File: src/rtl/cdb_arbiter_pkg.sv
// Shared constants for the CDB arbiter slice: default sizing and the zero physical register.
// The optional mult-priority override is selected by the MULT_PRIO_EN macro in cdb_arbiter.
package cdb_arbiter_pkg;

  localparam int unsigned DEF_NUM_FU  = 4;
  localparam int unsigned DEF_NUM_ROB = 32;
  localparam int unsigned DEF_NUM_PR  = 64;
  localparam int unsigned VALUE_W     = 64;

  // Architectural zero maps here; such results still arbitrate so the ROB sees completion.
  localparam int unsigned ZERO_PR     = 0;

endpackage

File: src/rtl/cdb_arbiter_rr_arbiter.sv
// Round-robin arbiter: rotate requests by ptr, priority-encode the lowest, rotate the index back.
module rr_arbiter #(
  parameter  int unsigned N  = 4,
  localparam int unsigned PW = (N > 1) ? $clog2(N) : 1
) (
  input  logic [N-1:0]  req,
  input  logic [PW-1:0] ptr,
  output logic [N-1:0]  gnt,
  output logic [PW-1:0] winner
);

  logic [2*N-1:0] dbl;
  logic [N-1:0]   rot;
  logic [PW-1:0]  k;
  logic           found;
  logic [PW:0]    sum;

  always_comb begin
    dbl   = {req, req} >> ptr;
    rot   = dbl[N-1:0];
    k     = '0;
    found = 1'b0;
    // Scan downward so the lowest rotated position is the last assignment.
    for (int unsigned j = N; j > 0; j--) begin
      if (rot[j-1]) begin
        k     = PW'(j - 1);
        found = 1'b1;
      end
    end
    sum = {1'b0, k} + {1'b0, ptr};
    if (sum >= (PW+1)'(N))
      sum = sum - (PW+1)'(N);
    winner = sum[PW-1:0];
    gnt    = '0;
    if (found)
      gnt[winner] = 1'b1;
  end

endmodule

File: src/rtl/cdb_arbiter.sv
// CDB arbiter: squash filter, round-robin grant, registered CDB broadcast.
// Define MULT_PRIO_EN to let the mult (highest FU index) win whenever it is eligible.
module cdb_arbiter
  import cdb_arbiter_pkg::*;
#(
  parameter  int unsigned NUM_FU  = DEF_NUM_FU,
  parameter  int unsigned NUM_ROB = DEF_NUM_ROB,
  parameter  int unsigned NUM_PR  = DEF_NUM_PR,
  localparam int unsigned RW      = $clog2(NUM_ROB),
  localparam int unsigned TW      = $clog2(NUM_PR),
  localparam int unsigned PW      = (NUM_FU > 1) ? $clog2(NUM_FU) : 1
) (
  input  logic                      clock,
  input  logic                      reset,
  input  logic [NUM_FU-1:0]         fu_done,
  input  logic [NUM_FU*TW-1:0]      fu_T_idx,
  input  logic [NUM_FU*RW-1:0]      fu_ROB_idx,
  input  logic [NUM_FU*VALUE_W-1:0] fu_result,
  input  logic                      ROB_rollback_en,
  input  logic [RW-1:0]             ROB_rollback_idx,
  input  logic [RW-1:0]             ROB_tail_idx,
  output logic [NUM_FU-1:0]         fu_grant,
  output logic                      CDB_valid,
  output logic [TW-1:0]             CDB_T_idx,
  output logic [RW-1:0]             CDB_ROB_idx,
  output logic [VALUE_W-1:0]        CDB_value
);

  typedef struct packed {
    logic               valid;
    logic [TW-1:0]      T_idx;
    logic [RW-1:0]      ROB_idx;
    logic [VALUE_W-1:0] value;
  } cdb_packet_t;

  logic [NUM_FU-1:0] squash;
  logic [NUM_FU-1:0] eligible;
  logic [RW-1:0]     dt;
  logic [RW-1:0]     dt_m1;
  logic [RW-1:0]     rob_i;
  logic [RW-1:0]     d;

  logic [PW-1:0]     rr_ptr;
  logic [PW-1:0]     next_ptr;
  logic [NUM_FU-1:0] rr_gnt;
  logic [PW-1:0]     rr_winner;
  logic [NUM_FU-1:0] win_gnt;
  logic [PW-1:0]     win_idx;
  logic              advance;

  cdb_packet_t       win_pkt;
  cdb_packet_t       cdb_q;

  // Younger than the branch means 1 <= d <= dt-1 with RW-bit wrap; dt=0 squashes every d>0.
  always_comb begin
    dt     = ROB_tail_idx - ROB_rollback_idx;
    dt_m1  = dt - 1'b1;
    rob_i  = '0;
    d      = '0;
    squash = '0;
    for (int unsigned i = 0; i < NUM_FU; i++) begin
      rob_i     = fu_ROB_idx[i*RW +: RW];
      d         = rob_i - ROB_rollback_idx;
      squash[i] = ROB_rollback_en && (d != '0) && (d <= dt_m1);
    end
    eligible = fu_done & ~squash;
  end

  rr_arbiter #(
    .N (NUM_FU)
  ) u_rr_arbiter (
    .req    (eligible),
    .ptr    (rr_ptr),
    .gnt    (rr_gnt),
    .winner (rr_winner)
  );

  always_comb begin
    win_gnt = rr_gnt;
    win_idx = rr_winner;
    advance = |rr_gnt;
`ifdef MULT_PRIO_EN
    if (eligible[NUM_FU-1]) begin
      win_gnt             = '0;
      win_gnt[NUM_FU-1]   = 1'b1;
      win_idx             = PW'(NUM_FU - 1);
      advance             = 1'b0;
    end
`endif
    next_ptr = (win_idx == PW'(NUM_FU - 1)) ? '0 : win_idx + 1'b1;
  end

  always_comb begin
    win_pkt.valid   = |win_gnt;
    win_pkt.T_idx   = fu_T_idx[win_idx*TW +: TW];
    win_pkt.ROB_idx = fu_ROB_idx[win_idx*RW +: RW];
    win_pkt.value   = fu_result[win_idx*VALUE_W +: VALUE_W];
  end

  assign fu_grant = reset ? win_gnt : '0;

  always_ff @(posedge clock or negedge reset) begin
    if (!reset) begin
      rr_ptr <= '0;
      cdb_q  <= '0;
    end else begin
      if (advance)
        rr_ptr <= next_ptr;
      if (win_pkt.valid)
        cdb_q <= win_pkt;
      else
        cdb_q.valid <= 1'b0;
    end
  end

  assign CDB_valid   = cdb_q.valid;
  assign CDB_T_idx   = cdb_q.T_idx;
  assign CDB_ROB_idx = cdb_q.ROB_idx;
  assign CDB_value   = cdb_q.value;

endmodule
File: config.mk
export PLATFORM = sky130hd
export DESIGN_NAME = cdb_arbiter
export DESIGN_NICKNAME = d
export VERILOG_FILES = /design/src/rtl/cdb_arbiter_pkg.sv /design/src/rtl/cdb_arbiter_rr_arbiter.sv /design/src/rtl/cdb_arbiter.sv
export SDC_FILE = /design/constraint.sdc
export NUM_CORES = 1
export LEC_CHECK = 0
export CORE_AREA = 2 2 153 155
export CTS_BUF_LIST = sky130_fd_sc_hd__clkbuf_4
export CTS_CLUSTER_SIZE = 8
export DETAILED_ROUTE_END_ITERATION = 7
export DIE_AREA = 0 0 155 157
export MAX_ROUTING_LAYER = met4
export SETUP_SLACK_MARGIN = 0.2
export SYNTH_ARGS = -nofsm -noshare
export SYNTH_HDL_FRONTEND = slang
export SYNTH_SLANG_ARGS = --single-unit
File: constraint.sdc
create_clock -name clock -period 10.9 [get_ports clock]
set_clock_uncertainty 0.2 [all_clocks]
set_input_delay 2.18 -clock clock [delete_from_list [all_inputs] [get_ports clock]]
set_output_delay 2.18 -clock clock [all_outputs]
set_load 0.02 [all_outputs]
==> metrics.yaml, run 1 <==
drt:
  wirelength_met1_um: 10050
  met3_length_um: 2000
  route.final.wire_length_um: 26260
  detailed_router_s_first_iteration_violation_count: 294
  wire_per_inst_um: 23.13
  drtPass1Iterations: 6
  routed-via-count: 5696
  highest-signal-layer: "met4"
  wl_met2_um: 13730
  remaining_drc_errors: 0
  route.antenna.remaining_nets: 0
  drt-vias-per-instance: 5.019
layout:
  layout_commonest_cell: "sky130_fd_sc_hd__clkdlybuf4s50_1"
  area_of_combinational_cells_with_multiple_inputs_sq_um: 4198
  synthToLayoutAreaGrowth_pct: 69.20
  fillers: 2019
  post-route-util_pct: 47.80
  design.final.nets: 1192
  regArea_sq_um: 1952
  layout.cells.most_common_list: "395 x sky130_fd_sc_hd__clkdlybuf4s50_1, 78 x sky130_fd_sc_hd__dfrtp_1, 74 x sky130_fd_sc_hd__mux2_2"
  post_route_cells_drive_above_1_share_pct: 17.81
floorplanning:
  pin_count: 397
  core-area_sq_um: 22500
  floorplan.die.height_um: 157
  cell_row_count: 55
  die_area_sq_um: 24340
  initial_utilization_pct: 28.25
  die-width_um: 155
timing:
  finalCriticalPeriod_ps: 10250
  period_share_pct: 94.02
  finalWorstSetupSlack_ps: 651.6
  setup_violations_final: 0
  report.final.hold_viol_count: 0
  finalMaxSlewViolations: 0
  finalSetupTns_ps: 0
  maxSlewHeadroom_pct: 38.50
  tightest_slew_ps: 922.6
  grt_setup_unrepaired: "false"
  fin_hold_ws_ps: 305.5
  fmax_mhz: 97.58
synth:
  synth.ff_latch_count: 78
  synth_enable_flop_cells: 0
  ys_warn_count: 0
  synth_nets: 804
  summed_instance_area_of_the_synthesized_netlist_sq_um: 6357
  async_set_or_reset_flop_fraction_in_the_synthesized_netlist_pct: 100.0
  syn_area_per_cell_sq_um: 14.16
  syn-instance-count: 449
  ys_dominant_reg_cell: "sky130_fd_sc_hd__dfrtp_1"
  ys_seq_area_share_pct: 30.70
  post_synth_num_cell_types: 56
worst_setup_path:
  setup.worst_path.class: "primary input to output port"
  worst_r2r_path_depth: 12
  startpoint: "ROB_rollback_idx[0]"
  cp_top_family: "adder cells"
  critical_path_cell_count: 23
  endpoint_kind: "output port"
  worstPathRequired_ps: 8520
  critPathLaunchType: "primary input"
  crit_path_cell_trace: "clkdlybuf4s50_1 > inv_1 > ha_1 > inv_1 > fa_1 > ha_1 > nor2b_1 > o21a_1 > o21ai_0 > maj3_2 > nand3_1 > a31o_2 > or2_2 > nand2_1 > nor2_1 > a221oi_1 > o21ai_0 > ha_4 > xor2_1 > xnor2_4 > ha_1 > and3_1 > clkdlybuf4s50_1"
  crit_path_frequent_cell: "sky130_fd_sc_hd__ha_1"
  cpMaxStageDelayCell: "sky130_fd_sc_hd__clkdlybuf4s50_1"
  critical_path.max_stage_delay_ps: 620
  cp.buffers_inverters: 4
  critical_path_arrival_ps: 7870
  startpoint_of_the_lowest_slack_register_to_register_path: "rr_ptr[0]$_DFFE_PN0P_"
  top_fanout_value_on_the_critical_path: 6
worst_hold_path:
  worst_hold_path_depth: 1
  hp-start: "CDB_value[11]$_DFFE_PN0P_"
  worst_hold_path_type: "flip-flop to flip-flop"
place:
  hpwlAfterDp_um: 21700
  post-place-ws_ps: 611.0
  io_buffers: 396
  globalplace.congestion: 0.9358
clock_tree:
  numClockSinks: 78
  clk_path_buf_depth: 2
  cts-htree-levels: 3
  clk-insertion-delay-late_ps: 430
  tritoncts_clock_tree: "built"
  clkTransAtPathRegs_ps: 130
  cts_post_setup_buffers_inserted: 0
  numCtsBuffers: 9
  clk_root_buffer_cell: "sky130_fd_sc_hd__clkbuf_4"
global_route:
  number_of_global_route_vias_before_repair: 6076
  grtUsageTotal_pct: 21.51
  grt_start_max_net_pins: 53
  global_route.overflow_total: 0
  grt_first_pass_wirelength_um: 37720
  number_of_antenna_violations_at_the_first_check_in_global_routing: 7
status:
  run_status: "complete, no violations"
run:
  maximum_capacitance_violations: 0
pwr:
  worst_voltage_drop_across_the_vdd_grid_mv: 0.3611
  p_leak_nw: 4.252
  pwr_density_cell_nw_per_um2: 364.0
  total_power_mw: 3.916
[timing repair]
action / in CTS / in global routing
setup endpoints to repair: 0 / 2
hold buffers: 0 / 0
resized for setup: 0 / 1
[registers in the layout, summed over array words and instances (netlist names)]
register	flops
rr_ptr	2
CDB_T_idx	6
CDB_valid	1
CDB_ROB_idx	5
CDB_value	64
[cell usage after synthesis (all sizes together), types with 6 or more instances]
library cell   n  area, sq um
o21ai         11        58.80
inv           21        78.83
xnor2         13        121.4
nor2           9        33.78
clkbuf         7        26.28
nand2         12        45.04
buf           19        141.4
xor2          11        96.34
mux2          78        878.3
mux4          75         1836
ha            33        412.9
nor3           6        30.03
dfrtp         78         1952
a21oi         11        58.81
[cell families (layout without fill, tap and decap cells)]
kind of cell / count (synthesis) / after routing / synth area share (%)
other cells: 0 / 8 / 0
flops: 78 / 78 / 30.70
mux: 154 / 154 / 42.85
simple gates: 52 / 52 / 4.409
fa+ha+maj: 41 / 41 / 8.601
buf+inv: 47 / 440 / 3.877
xor+xnor: 24 / 24 / 3.425
compound gates: 53 / 53 / 6.141
[where the power goes]
group	total [mW]	leakage [nW]	internal [mW]	switching (mW)
Sequential	0.577	0.913	0.493	0.0835
Combinational	3.15	3.27	1.73	1.42
Clock	0.185	0.0701	0.0717	0.114
Total	3.92	4.25	2.30	1.62
[final timing paths]
check	end	slack, ps
min in group asynchronous	CDB_value[19]$_DFFE_PN0P_	1460
max	fu_grant[3]	650
max reg2reg	CDB_value[9]$_DFFE_PN0P_	7080
max in group asynchronous	CDB_value[60]$_DFFE_PN0P_	7950
min	CDB_value[11]$_DFFE_PN0P_	310
min reg2reg	CDB_value[11]$_DFFE_PN0P_	310
[layout make-up]
class	count	area share, %
Sequential cell	78	18.15
Timing Repair Buffer	403	37.32
Tap cell	285	3.315
Antenna cell	8	0.1861
Multi-Input combinational cell	324	39.03
Clock inverter	6	0.5816
Clock buffer	10	0.6979
Inverter	21	0.7328
[per-layer routing]
layer  GRT usage [%]  vias up
li1                -     2587
met1           24.68     2839
met2           37.27      240
met3           5.589       30
met4           6.129        0
met5               -        -
[per-stage QoR]
stage / cells / cell area [sq um]
floorplan: 449 / 6357
global placement: 1111 / 10590
detailed placement: 1111 / 10590
CTS: 1127 / 10730
global route: 1134 / 10750
finish: 1135 / 10760
Power figures use the tool's default switching activity.
==> run 2, diff against run 1 <==
Settings changed: SLEW_MARGIN from default to 0.
==> results of run 2 <==
Same layout as run 1: the final DEF is identical, and so are final timing and power.
==> run 3, diff against run 2 <==
==> constraint.sdc (replaced) <==
create_clock -name clock -period 10.9 [get_ports clock]
set_clock_uncertainty 0.2 [all_clocks]
set_input_delay 1.635 -clock clock [delete_from_list [all_inputs] [get_ports clock]]
set_output_delay 1.635 -clock clock [all_outputs]
set_load 0.02 [all_outputs]
==> metrics.yaml, run 3 (synthesis gave the netlist of run 1 again) <==
pwr:
  power.share.sequential_pct: 14.8
  p_leak_nw: 4.240
  pwr_density_cell_nw_per_um2: 362.6
  net-switching-power_mw: 1.608
  pwr-share-comb_pct: 80.8
  worst_voltage_drop_across_the_vdd_grid_mv: 0.2316
  share_of_total_power_in_the_clock_network_pct: 4.3
  internal_power_mw: 2.275
  switching_power_as_a_share_of_total_power_pct: 41.41
worst_setup_path:
  setup.worst_path.class: "primary input to output port"
  cpMaxStageDelayCell: "sky130_fd_sc_hd__xnor2_4"
  rr_endpoint: "CDB_value[23]$_DFFE_PN0P_"
  cp_top_family: "adder cells"
  cp.buffers_inverters: 4
  register_to_register_setup_slack_ps: 5480
  endpoint_kind: "output port"
  startpoint_of_the_lowest_slack_register_to_register_path: "rr_ptr[0]$_DFFE_PN0P_"
  worstPathRequired_ps: 9070
  critPathLaunchType: "primary input"
  top_fanout_value_on_the_critical_path: 33
  critical_path.max_stage_delay_ps: 930
  worst_r2r_path_depth: 12
  critical_path_arrival_ps: 7950
  crit_path_frequent_cell: "sky130_fd_sc_hd__ha_1"
  crit_path_cell_trace: "clkdlybuf4s50_1 > inv_1 > ha_1 > inv_1 > fa_1 > ha_1 > nor2b_1 > o21a_1 > o21ai_0 > maj3_2 > nand3_1 > a31o_2 > or2_2 > nand2_1 > nor2_1 > a221oi_1 > o21ai_0 > ha_4 > xor2_1 > xnor2_4 > ha_1 > and3_1 > clkdlybuf4s50_1"
clock_tree:
  cts_post_setup_buffers_inserted: 0
  cts.hold.buffers_added: 0
  cts-htree-levels: 3
  cts-resized-gates: 0
  clk_path_buf_depth: 2
  clkTransAtPathRegs_ps: 140
  clk_root_buffer_cell: "sky130_fd_sc_hd__clkbuf_4"
  numClockSinks: 78
  clk-insertion-delay-late_ps: 440
  numCtsBuffers: 9
  tritoncts_clock_tree: "built"
place:
  globalplace.congestion: 0.9141
  placed_area_sq_um: 10580
  io_buffers: 396
  hpwlAfterDp_um: 21840
status:
  run_status: "complete, no violations"
drt:
  route.antenna.remaining_nets: 0
  highest-signal-layer: "met4"
  drtPass1Iterations: 5
  wire_per_inst_um: 23.36
  route.final.wire_length_um: 26390
  remaining_drc_errors: 0
  wirelength_met1_um: 10030
  met3_length_um: 1888
  drt-vias-per-instance: 4.994
  wl_met2_um: 14070
  routed-via-count: 5643
  detailed_router_s_first_iteration_violation_count: 242
global_route:
  global_route.overflow_total: 0
  number_of_antenna_violations_at_the_first_check_in_global_routing: 5
  number_of_global_route_vias_before_repair: 6141
  grt_first_pass_wirelength_um: 37670
  grtUsageTotal_pct: 21.65
  grt_start_max_net_pins: 49
layout:
  post_route_cells_drive_above_1_share_pct: 17.62
  layout_commonest_cell: "sky130_fd_sc_hd__clkdlybuf4s50_1"
  fillers: 1988
  layout.cells.most_common_list: "395 x sky130_fd_sc_hd__clkdlybuf4s50_1, 78 x sky130_fd_sc_hd__dfrtp_1, 74 x sky130_fd_sc_hd__mux2_2"
  max_ffs_per_register: 64
  final_cell_area_sq_um: 10710
  synthToLayoutAreaGrowth_pct: 68.49
  design.final.nets: 1190
timing:
  grt_setup_unrepaired: "false"
  finalSetupTns_ps: 0
  fin_hold_ws_ps: 310.9
  period_share_pct: 89.81
  finalCriticalPeriod_ps: 9789
  fmax_mhz: 102.2
  report.final.hold_viol_count: 0
  finalMaxSlewViolations: 0
  maxSlewHeadroom_pct: 18.80
  setup_violations_final: 0
  tightest_slew_ps: 1215
floorplanning:
  pin_count: 397
  die-width_um: 155
  cell_row_count: 55
  initial_utilization_pct: 28.25
  core-area_sq_um: 22500
  die_area_sq_um: 24340
  floorplan.die.height_um: 157
worst_hold_path:
  hp-start: "CDB_value[10]$_DFFE_PN0P_"
  worst_hold_path_type: "flip-flop to flip-flop"
  worst_hold_path_depth: 1
  worst_hold_path_ep: "CDB_value[10]$_DFFE_PN0P_"
run:
  maximum_capacitance_violations: 0
==> run 3: changes by cell type in the layout (fill, tap and decap cells not counted) <==
cell and delta:
sky130_fd_sc_hd__diode_2 -3, sky130_fd_sc_hd__clkinv_2 +1, sky130_fd_sc_hd__xor2_1 +1, sky130_fd_sc_hd__buf_4 -2, sky130_fd_sc_hd__bufinv_16 -1, sky130_fd_sc_hd__clkinv_1 -1
sky130_fd_sc_hd__inv_8 +1, sky130_fd_sc_hd__clkinvlp_4 -1, sky130_fd_sc_hd__xor2_2 -1, sky130_fd_sc_hd__inv_6 +2, sky130_fd_sc_hd__clkbuf_4 -1
==> run 3: worst register-to-register path: stages (launching register included) <==
cell and delay (ps):
sky130_fd_sc_hd__dfrtp_1 530, sky130_fd_sc_hd__nand2_1 140, sky130_fd_sc_hd__o22ai_1 90, sky130_fd_sc_hd__a221oi_1 250
sky130_fd_sc_hd__o21ai_0 220, sky130_fd_sc_hd__ha_4 210, sky130_fd_sc_hd__xor2_1 180, sky130_fd_sc_hd__xnor2_4 930
sky130_fd_sc_hd__ha_1 380, sky130_fd_sc_hd__o41ai_1 140, sky130_fd_sc_hd__a21oi_4 910, sky130_fd_sc_hd__buf_4 720
sky130_fd_sc_hd__mux2_2 410
==> run 3: cell type report <==
type                    instances  area [sq um]  area share [%]
repair buffers                401          3999           37.33
flip-flops and latches         78          1952           18.22
clock buffers                   9         67.56          0.6308
multi-input cells             324          4190           39.12
diodes                          5         12.51          0.1168
inverters                      21         78.83          0.7359
clock inverters                 7         55.05          0.5140
well taps                     285         356.6           3.329
==> run 3: worst max-delay path by stage <==
| stage | from | end | slack (ps) | cells past startpoint |
|---|---|---|---|---|
| after floorplan | ROB_rollback_idx[0] | fu_grant[1] | 2640 | 21 |
| after global placement | ROB_rollback_idx[0] | fu_grant[3] | 1240 | 23 |
| after detailed placement | ROB_rollback_idx[0] | fu_grant[3] | 1100 | 23 |
| after CTS | ROB_rollback_idx[0] | fu_grant[3] | 1070 | 23 |
| after global routing | ROB_tail_idx[0] | fu_grant[3] | 700 | 22 |
| final | ROB_rollback_idx[0] | fu_grant[3] | 1110 | 23 |
==> run 3: power by group through the flow <==
stage          Combinational (mW)  Clock (mW)  Sequential [mW]
5_1_grt                      3.35       0.194            0.595
2_1_floorplan                2.14           0            0.754
6_report                     3.14       0.168            0.576
4_1_cts                      3.19       0.181            0.577
3_3_place_gp                 3.11           0            0.579
3_5_place_dp                 3.19           0            0.585
==> run 3: metal layers <==
layer  vias to the layer above  global-route usage (%)
met2                       218                   39.26
li1                       2590                       -
met3                        22                   5.672
met1                      2813                   23.89
met4                         0                   4.894
met5                         -                       -
==> run 3: metrics by stage <==
stage	total power, mW	utilization, %	worst slack, ps	instances
after global routing	4.139	47.60	696.8	1130
after detailed placement	3.773	47.00	1100	1109
after CTS	3.951	47.55	1067	1125
final	3.884	47.60	1111	1130
after floorplan	2.893	-	2639	449
after global placement	3.690	47.00	1241	1109
